==> src/rtl/cnnip_pkg.sv <==
// Shared helpers for the CNN IP stream blocks: counter/pointer widths and wrap increment.
package cnnip_pkg;

  function automatic int unsigned cnnip_cw(input int unsigned depth);
    return $clog2(depth + 32'd1);
  endfunction

  // A single-entry store still needs a one-bit address port.
  function automatic int unsigned cnnip_pw(input int unsigned depth);
    return (depth > 32'd1) ? $clog2(depth) : 32'd1;
  endfunction

  function automatic int unsigned cnnip_wrap_inc(input int unsigned ptr, input int unsigned depth);
    return (ptr + 32'd1 >= depth) ? 32'd0 : ptr + 32'd1;
  endfunction

endpackage

==> src/rtl/cnnip_fifo_mem.sv <==
// DEPTH x WIDTH register array: synchronous write, asynchronous read.
module cnnip_fifo_mem #(
  parameter int unsigned WIDTH = 32,
  parameter int unsigned DEPTH = 4,
  parameter int unsigned AW    = 2
) (
  input  logic             clk_a,
  input  logic             we_a,
  input  logic [AW-1:0]    waddr_a,
  input  logic [WIDTH-1:0] wdata_a,
  input  logic [AW-1:0]    raddr_a,
  output logic [WIDTH-1:0] rdata_a
);

  logic [WIDTH-1:0] mem_q [DEPTH];

  always_ff @(posedge clk_a) begin
    if (we_a) mem_q[waddr_a] <= wdata_a;
  end

  assign rdata_a = mem_q[raddr_a];

endmodule

==> src/rtl/cnnip_stream_fifo.sv <==
// Single-clock valid/ready FIFO with occupancy, threshold flags, flush and high-water mark.
module cnnip_stream_fifo
  import cnnip_pkg::*;
#(
  parameter  int unsigned WIDTH    = 32,
  parameter  int unsigned DEPTH    = 4,
  parameter  int unsigned AF_LEVEL = DEPTH - 1,
  parameter  int unsigned AE_LEVEL = 1,
  localparam int unsigned CW       = cnnip_cw(DEPTH)
) (
  input  logic             clk_a,
  input  logic             srst_aq,
  input  logic             clr_a,
  input  logic             in_valid_a,
  output logic             in_ready_a,
  input  logic [WIDTH-1:0] in_data_a,
  output logic             out_valid_a,
  input  logic             out_ready_a,
  output logic [WIDTH-1:0] out_data_a,
  output logic [CW-1:0]    count_a,
  output logic             almost_full_a,
  output logic             almost_empty_a,
  output logic [CW-1:0]    hwm_a
);

  localparam int unsigned PW = cnnip_pw(DEPTH);

  logic [PW-1:0] wr_ptr_q, wr_ptr_d, rd_ptr_q, rd_ptr_d;
  logic [CW-1:0] count_q, count_d, hwm_q, hwm_d;
  logic          in_ready_q, in_ready_d, out_valid_q, out_valid_d;
  logic          almost_full_q, almost_full_d, almost_empty_q, almost_empty_d;
  logic          push_c, pop_c;

  assign push_c = in_valid_a & in_ready_q;
  assign pop_c  = out_valid_q & out_ready_a;

  // Next state; every handshake output is registered from count_d.
  always_comb begin
    wr_ptr_d       = wr_ptr_q;
    rd_ptr_d       = rd_ptr_q;
    count_d        = count_q;
    hwm_d          = hwm_q;
    in_ready_d     = in_ready_q;
    out_valid_d    = out_valid_q;
    almost_full_d  = almost_full_q;
    almost_empty_d = almost_empty_q;
    if (clr_a) begin
      wr_ptr_d       = '0;
      rd_ptr_d       = '0;
      count_d        = '0;
      hwm_d          = '0;
      in_ready_d     = 1'b1;
      out_valid_d    = 1'b0;
      almost_full_d  = (AF_LEVEL == 32'd0);
      almost_empty_d = 1'b1;
    end else begin
      if (push_c) wr_ptr_d = PW'(cnnip_wrap_inc(32'(wr_ptr_q), DEPTH));
      if (pop_c)  rd_ptr_d = PW'(cnnip_wrap_inc(32'(rd_ptr_q), DEPTH));
      count_d        = count_q + CW'(push_c) - CW'(pop_c);
      in_ready_d     = (32'(count_d) != DEPTH);
      out_valid_d    = (count_d != '0);
      almost_full_d  = (32'(count_d) >= AF_LEVEL);
      almost_empty_d = (32'(count_d) <= AE_LEVEL);
      hwm_d          = (count_d > hwm_q) ? count_d : hwm_q;
    end
  end

  always_ff @(posedge clk_a) begin
    if (srst_aq) begin
      wr_ptr_q       <= '0;
      rd_ptr_q       <= '0;
      count_q        <= '0;
      hwm_q          <= '0;
      in_ready_q     <= 1'b1;
      out_valid_q    <= 1'b0;
      almost_full_q  <= (AF_LEVEL == 32'd0);
      almost_empty_q <= 1'b1;
    end else begin
      wr_ptr_q       <= wr_ptr_d;
      rd_ptr_q       <= rd_ptr_d;
      count_q        <= count_d;
      hwm_q          <= hwm_d;
      in_ready_q     <= in_ready_d;
      out_valid_q    <= out_valid_d;
      almost_full_q  <= almost_full_d;
      almost_empty_q <= almost_empty_d;
    end
  end

  // A push coincident with a flush or reset is dropped, so it must not touch memory.
  cnnip_fifo_mem #(
    .WIDTH (WIDTH),
    .DEPTH (DEPTH),
    .AW    (PW)
  ) u_mem (
    .clk_a   (clk_a),
    .we_a    (push_c & ~clr_a & ~srst_aq),
    .waddr_a (wr_ptr_q),
    .wdata_a (in_data_a),
    .raddr_a (rd_ptr_q),
    .rdata_a (out_data_a)
  );

  assign in_ready_a     = in_ready_q;
  assign out_valid_a    = out_valid_q;
  assign count_a        = count_q;
  assign almost_full_a  = almost_full_q;
  assign almost_empty_a = almost_empty_q;
  assign hwm_a          = hwm_q;

endmodule
==> config.mk <==
export PLATFORM = sky130hd
export DESIGN_NAME = cnnip_stream_fifo
export DESIGN_NICKNAME = d
export VERILOG_FILES = /design/src/rtl/cnnip_pkg.sv /design/src/rtl/cnnip_fifo_mem.sv /design/src/rtl/cnnip_stream_fifo.sv
export SDC_FILE = /design/constraint.sdc
export NUM_CORES = 1
export LEC_CHECK = 0
export BUFFER_PORTS_ARGS = -buffer_cell sky130_fd_sc_hd__buf_2
export CAP_MARGIN = 20
export CORE_UTILIZATION = 55
export DETAILED_ROUTE_END_ITERATION = 6
export GPL_TIMING_DRIVEN = 0
export PLACE_DENSITY = 0.79
export SKIP_CTS_REPAIR_TIMING = 1
export SLEW_MARGIN = 20
export SYNTH_ARGS = -nofsm -noshare
export SYNTH_HDL_FRONTEND = slang
export SYNTH_SLANG_ARGS = --single-unit
export TNS_END_PERCENT = 10
==> constraint.sdc <==
create_clock -name clk_a -period 3.12 [get_ports clk_a]
set_input_delay 0.156 -clock clk_a [delete_from_list [all_inputs] [get_ports clk_a]]
set_output_delay 0.156 -clock clk_a [all_outputs]
set_load 0.01 [all_outputs]
After elaboration in Yosys (flattened, before gate mapping)
Memory sizes are Yosys's and may differ from the RTL's. A register that Yosys moved wholly into a read port is not among the register bits.
Index checks and enable logic that the tools add are counted.
{"block": "totals", "reg_bits": 14, "ramBits": 128, "elab_cells": 33, "mem_count": 1}
{"block": "classes", "addsub": 4, "magnitude_cmp": 5, "n_eq_ne": 1, "muxes": 6, "bitwise": 6, "reduce_logical": 2}
{"name": "u_mem.mem_q", "depth": 4, "word_bits": 32, "read_ports": 1, "rd_ports_with_merged_regs": 1, "wr": 1, "line_no": "cnnip_fifo_mem.sv:15", "text": "logic [WIDTH-1:0] mem_q [DEPTH];"}
{"operator": "2-to-1 mux 2 bit", "count": 4}
{"operator": "adder 2 x 1 -> 3 bit, second input constant", "count": 2}
{"operator": "greater-or-equal comparator 3 bit, second input constant", "count": 2}
{"operator": "bitwise AND 1 bit", "count": 4}
{"operator": "adder 3 x 1 -> 3 bit", "count": 1}
{"operator": "greater-or-equal comparator 3 x 2 -> 1 bit, second input constant", "count": 1}
{"operator": "> comparator 3 bit", "count": 1}
{"operator": "<= comparator 3 x 1 -> 1 bit, second input constant", "count": 1}
{"operator": "!= test 3 bit, second input constant", "count": 1}
{"operator": "nonzero test 3 bit", "count": 1}
{"operator": "subtractor 3 x 1 -> 3 bit", "count": 1}
{"operator": "2-to-1 mux 1 bit", "count": 2}
{"operator": "inverter 1 bit", "count": 2}
{"operator": "OR reduction 2 bit", "count": 1}

Logic depth before layout (Yosys ltp)
{"block": "logic_depth", "word_depth": 5, "ltp_mapped": 12, "depth_no_buf": 11}

Modules after synthesis
A second synthesis with hierarchy kept.
{"block": "hier_totals", "hier_cells": 243, "area_unflattened_um2": 5342.6}
{"mod": "cnnip_fifo_mem", "instances": 1, "cells_each": 171, "area_each_um2": 4689.5, "seq_area_each_um2": 3843.7}
{"mod": "cnnip_stream_fifo", "instances": 1, "cells_each": 72, "area_each_um2": 653.1, "seq_area_each_um2": 280.3}

Least setup slack after synthesis
OpenSTA, ideal clock, no wires.
{"block": "synth_path", "kind": "register to register", "startpoint": "register in_ready_q, in the netlist in_ready_a", "endpoint": "register hwm_q[1], in the netlist hwm_a[1]", "setup_time_ns": 0.123, "arrival_time_ns": 2.729, "t_required_ns": 2.997, "setup_slack_ns": 0.268, "stages_incl_launch_ff": 13, "synth_period_minus_slack_ns": 2.852, "path_cell_list": "dfxtp_1 -> and2_1 -> clkbuf_1 -> xnor2_1 -> ha_1 -> inv_1 -> fa_1 -> xnor3_1 -> inv_2 -> ha_1 -> and3b_1 -> o21ai_1 -> mux2_1"}
{"block": "synth_between", "elab_chain_cells": 4}
{"element": "start: declaration", "line_no": "cnnip_stream_fifo.sv:30", "text": "logic in_ready_q, in_ready_d, out_valid_q, out_valid_d;"}
{"element": "start signal: assignment", "line_no": "cnnip_stream_fifo.sv:83", "text": "in_ready_q <= in_ready_d;"}
{"element": "bitwise AND 1 bit *", "line_no": "cnnip_stream_fifo.sv:34", "text": "assign push_c = in_valid_a & in_ready_q;"}
{"element": "adder 3 x 1 -> 3 bit *", "line_no": "cnnip_stream_fifo.sv:59", "text": "count_d = count_q + CW'(push_c) - CW'(pop_c);"}
{"element": "subtractor 3 x 1 -> 3 bit *", "line_no": "cnnip_stream_fifo.sv:59"}
{"element": "> comparator 3 bit", "line_no": "cnnip_stream_fifo.sv:64", "text": "hwm_d = (count_d > hwm_q) ? count_d : hwm_q;"}
{"element": "end signal: assignment", "line_no": "cnnip_stream_fifo.sv:82", "text": "hwm_q <= hwm_d;"}
{"element": "end: declaration", "line_no": "cnnip_stream_fifo.sv:29", "text": "logic [CW-1:0] count_q, count_d, hwm_q, hwm_d;"}
Every way passes the cells marked *; elsewhere a longest branch is shown, timed or not.
A chain may end at the register's enable or synchronous reset.

Final worst setup path
Ends and elaborated chain as after synthesis.

==> results_dict.tcl <==
set metrics [dict create \
    status "finished clean" \
    netlist_area_sq_um 5390 \
    vdd_drop_max_mv 0.535 \
    drt-pass1-iter-count 4 \
    cp_common_cell "ha_1" \
    path_max_fanout 9 \
    holdWs_ns 0.153 \
    critical_path.cell_chain "and2_2, xnor2_1, ha_1, inv_1, fa_1, xnor3_1, inv_2, ha_1, a21o_1, o21ai_1, mux2_1" \
    die_area_sq_um 10200 \
    clock_latency_ns 0.52 \
    maxCapViolCount 0 \
    start_util_pct 57.5 \
    ant_nets 0 \
    avgSynthCellArea_sq_um 21.6 \
    fp.dieH_microns 101 \
    syn-num-nets 296 \
    routabilityCongestion 0.707 \
    max_stage_delay_ns 0.37 \
    path_clk_slew_ns 0.06 \
    cts_root_buf "clkbuf_8" \
    max_freq_mhz 341 \
    grt_usage_pct 19.9 \
    viasPerCell 5.28 \
    initialDrtViolationCount 127 \
    wl_microns 9610 \
    gr-total-overflow 0 \
    finish.cell_count_without_fillers 527 \
    grt_max_degree 28 \
    num_vias 2785 \
    slew_headroom_pct 68.4 \
    htreeDepth 4 \
    io_buffers 78 \
    period_needed_ns 2.94 \
    fillCellCount 605 \
    synth-seq-cells 144 \
    clock_skew_ns 0.0123 \
    synth-seq-area-share_pct 77.3 \
    rsz0062_at_grt "false" \
    cts_buffer_depth 2 \
    hold_path_class "in2reg" \
    hold_viol 0 \
    boundaryPins 79 \
    worstMarginPinSlew_ns 0.472 \
    required_ns 3.52 \
    crit_slowest_cell "fa_1" \
    numCtsBuffers 17 \
    grt_pass1_vias 2761 \
    antenna_found_initial 0 \
    area_growth_pct 28.9 \
    final_max_slew_viol_count 0 \
    finalSetupViolCount 0 \
    drc 0 \
    num_rows 35 \
    leakagePower_uw 0.00249 \
    arrival_ns 3.33 \
    ys_warn_count 0 \
    start_kind "flip-flop" \
    placedCellCount 460 \
    pwr_density_cell_nw_per_um2 616 \
    n_antenna_cell 0 \
    path_class "reg2reg" \
    wl_per_cell_microns 18.2 \
    final_nets 432 \
    core_sq_um 9370 \
    cts_sinks 144 \
    netlist_instances 249 \
    cp-end-kind "flip-flop" \
    cts_tree "yes" \
    fin_crit_sh_pct 94.1 \
    grt_pass1_wl_microns 14200 \
    dp_hpwl_microns 5870 \
    fp.dieW_microns 101 \
    drive_gt1_share_pct 40.2 \
    synth_cell_types 28 \
]
[worst paths after layout]
check / from / endpoint / slack (ns) / cells past startpoint
min reg2reg: hwm_a[0]$_SDFFE_PP0N_ / hwm_a[0]$_SDFFE_PP0N_ / 0.49 / 2
max: in_ready_a$_SDFF_PP1_ / hwm_a[1]$_SDFFE_PP0N_ / 0.18 / 11
min: in_valid_a / wr_ptr_q[0]$_SDFFE_PP0P_ / 0.15 / 4
max reg2reg: in_ready_a$_SDFF_PP1_ / hwm_a[1]$_SDFFE_PP0N_ / 0.18 / 11
[state kept, by name, summed over array words and instances, names as in the netlist, named ones only]
name	flops
almost_empty_a	1
almost_full_a	1
count_a	3
hwm_a	3
in_ready_a	1
out_valid_a	1
rd_ptr_q	2
u_mem.mem_q	128
wr_ptr_q	2
[cells by family after synthesis]
group,after synthesis,share of synthesized area (%)
compound gates,10,1.12
xor+xnor,2,0.581
fa+ha+maj,10,2.46
buf+inv,18,1.79
flops,144,77.3
mux,36,14.1
simple gates,29,2.60
[Yosys cell counts]
| library cell | count | area [sq um] |
|---|---|---|
| edfxtp_1 | 128 | 3840 |
| mux4_2 | 32 | 721 |
| dfxtp_1 | 16 | 320 |
| nor2_1 | 11 | 41.3 |
| ha_1 | 9 | 113 |
| inv_1 | 8 | 30.0 |
| nand2_1 | 7 | 26.3 |
| a21oi_1 | 5 | 25.0 |
| buf_2 | 5 | 25.0 |
| and3_1 | 4 | 25.0 |
| buf_6 | 3 | 33.8 |
| mux2i_1 | 3 | 30.0 |
| nand3_1 | 2 | 10.0 |
| o21ai_1 | 2 | 10.0 |
| a21o_1 | 1 | 7.51 |
| and2_1 | 1 | 6.26 |
| and3b_1 | 1 | 8.76 |
| clkbuf_1 | 1 | 3.75 |
| fa_1 | 1 | 20.0 |
| inv_2 | 1 | 3.75 |
| mux2_1 | 1 | 11.3 |
| nand2b_1 | 1 | 6.26 |
| o2111ai_1 | 1 | 8.76 |
| o311ai_1 | 1 | 8.76 |
| or2_4 | 1 | 8.76 |
| or4_1 | 1 | 7.51 |
| xnor2_1 | 1 | 8.76 |
| xnor3_1 | 1 | 22.5 |
[final cells by class]
cell class	instances	area, sq um	area share, %
Sequential cell	144	4160	60.0
Tap cell	129	161	2.32
Clock inverter	15	150	2.16
Inverter	9	33.8	0.486
Multi-Input combinational cell	87	1130	16.3
Timing Repair Buffer	118	831	12.0
Clock buffer	17	414	5.96
Buffer	8	58.8	0.847
[where the power goes]
group	switching (uW)	internal (uW)	leakage, uW
combinational	120	121	0.000931
clock	817	1080	0.000272
sequential	10.4	2130	0.00129
total	947	3330	0.00249
[critical path, delay by kind of cell, from the launching register on]
family	cells	cell delay (ns)
xor gates and xnor gates	2	0.50
AOI/OAI and AO/OA	2	0.45
muxes	1	0.36
adders and majority gates	3	0.86
buffers and inverters	2	0.12
and+or+nand+nor	1	0.22
DFF	1	0.30
[placed cells by master, fill, tap and decap left out, types with 5 or more instances in the layout]
master	Yosys	routed
ha_1	9	9
edfxtp_1	128	128
nor2_1	11	11
dlygate4sd3_1	0	36
a21oi_1	5	5
clkbuf_16	0	16
mux4_2	32	32
buf_2	5	83
nand2_1	7	7
inv_1	8	8
inv_6	0	5
dfxtp_1	16	16
[metrics by stage]
step	setup WS, ns	power (uW)	utilization (%)	setup TNS [ns]	area, sq um
after floorplan	0.268	2290	-	0	5390
after global placement	0.122	2370	63.4	0	5940
after detailed placement	0.0350	2380	64.3	0	6020
after CTS	-0.00171	4270	70.3	-0.00171	6590
after global routing	0.0601	4430	74.1	0	6950
final	0.184	4280	74.1	0	6950
[layer usage]
layer	share of wire, %	up-vias	GRT usage (%)
met5	0	-	0
met4	0.76	0	7.36
met3	4.2	6	6.87
met2	51	71	31.3
met1	44	1425	26.0
li1	-	1283	-
Power figures use the tool's default switching activity.
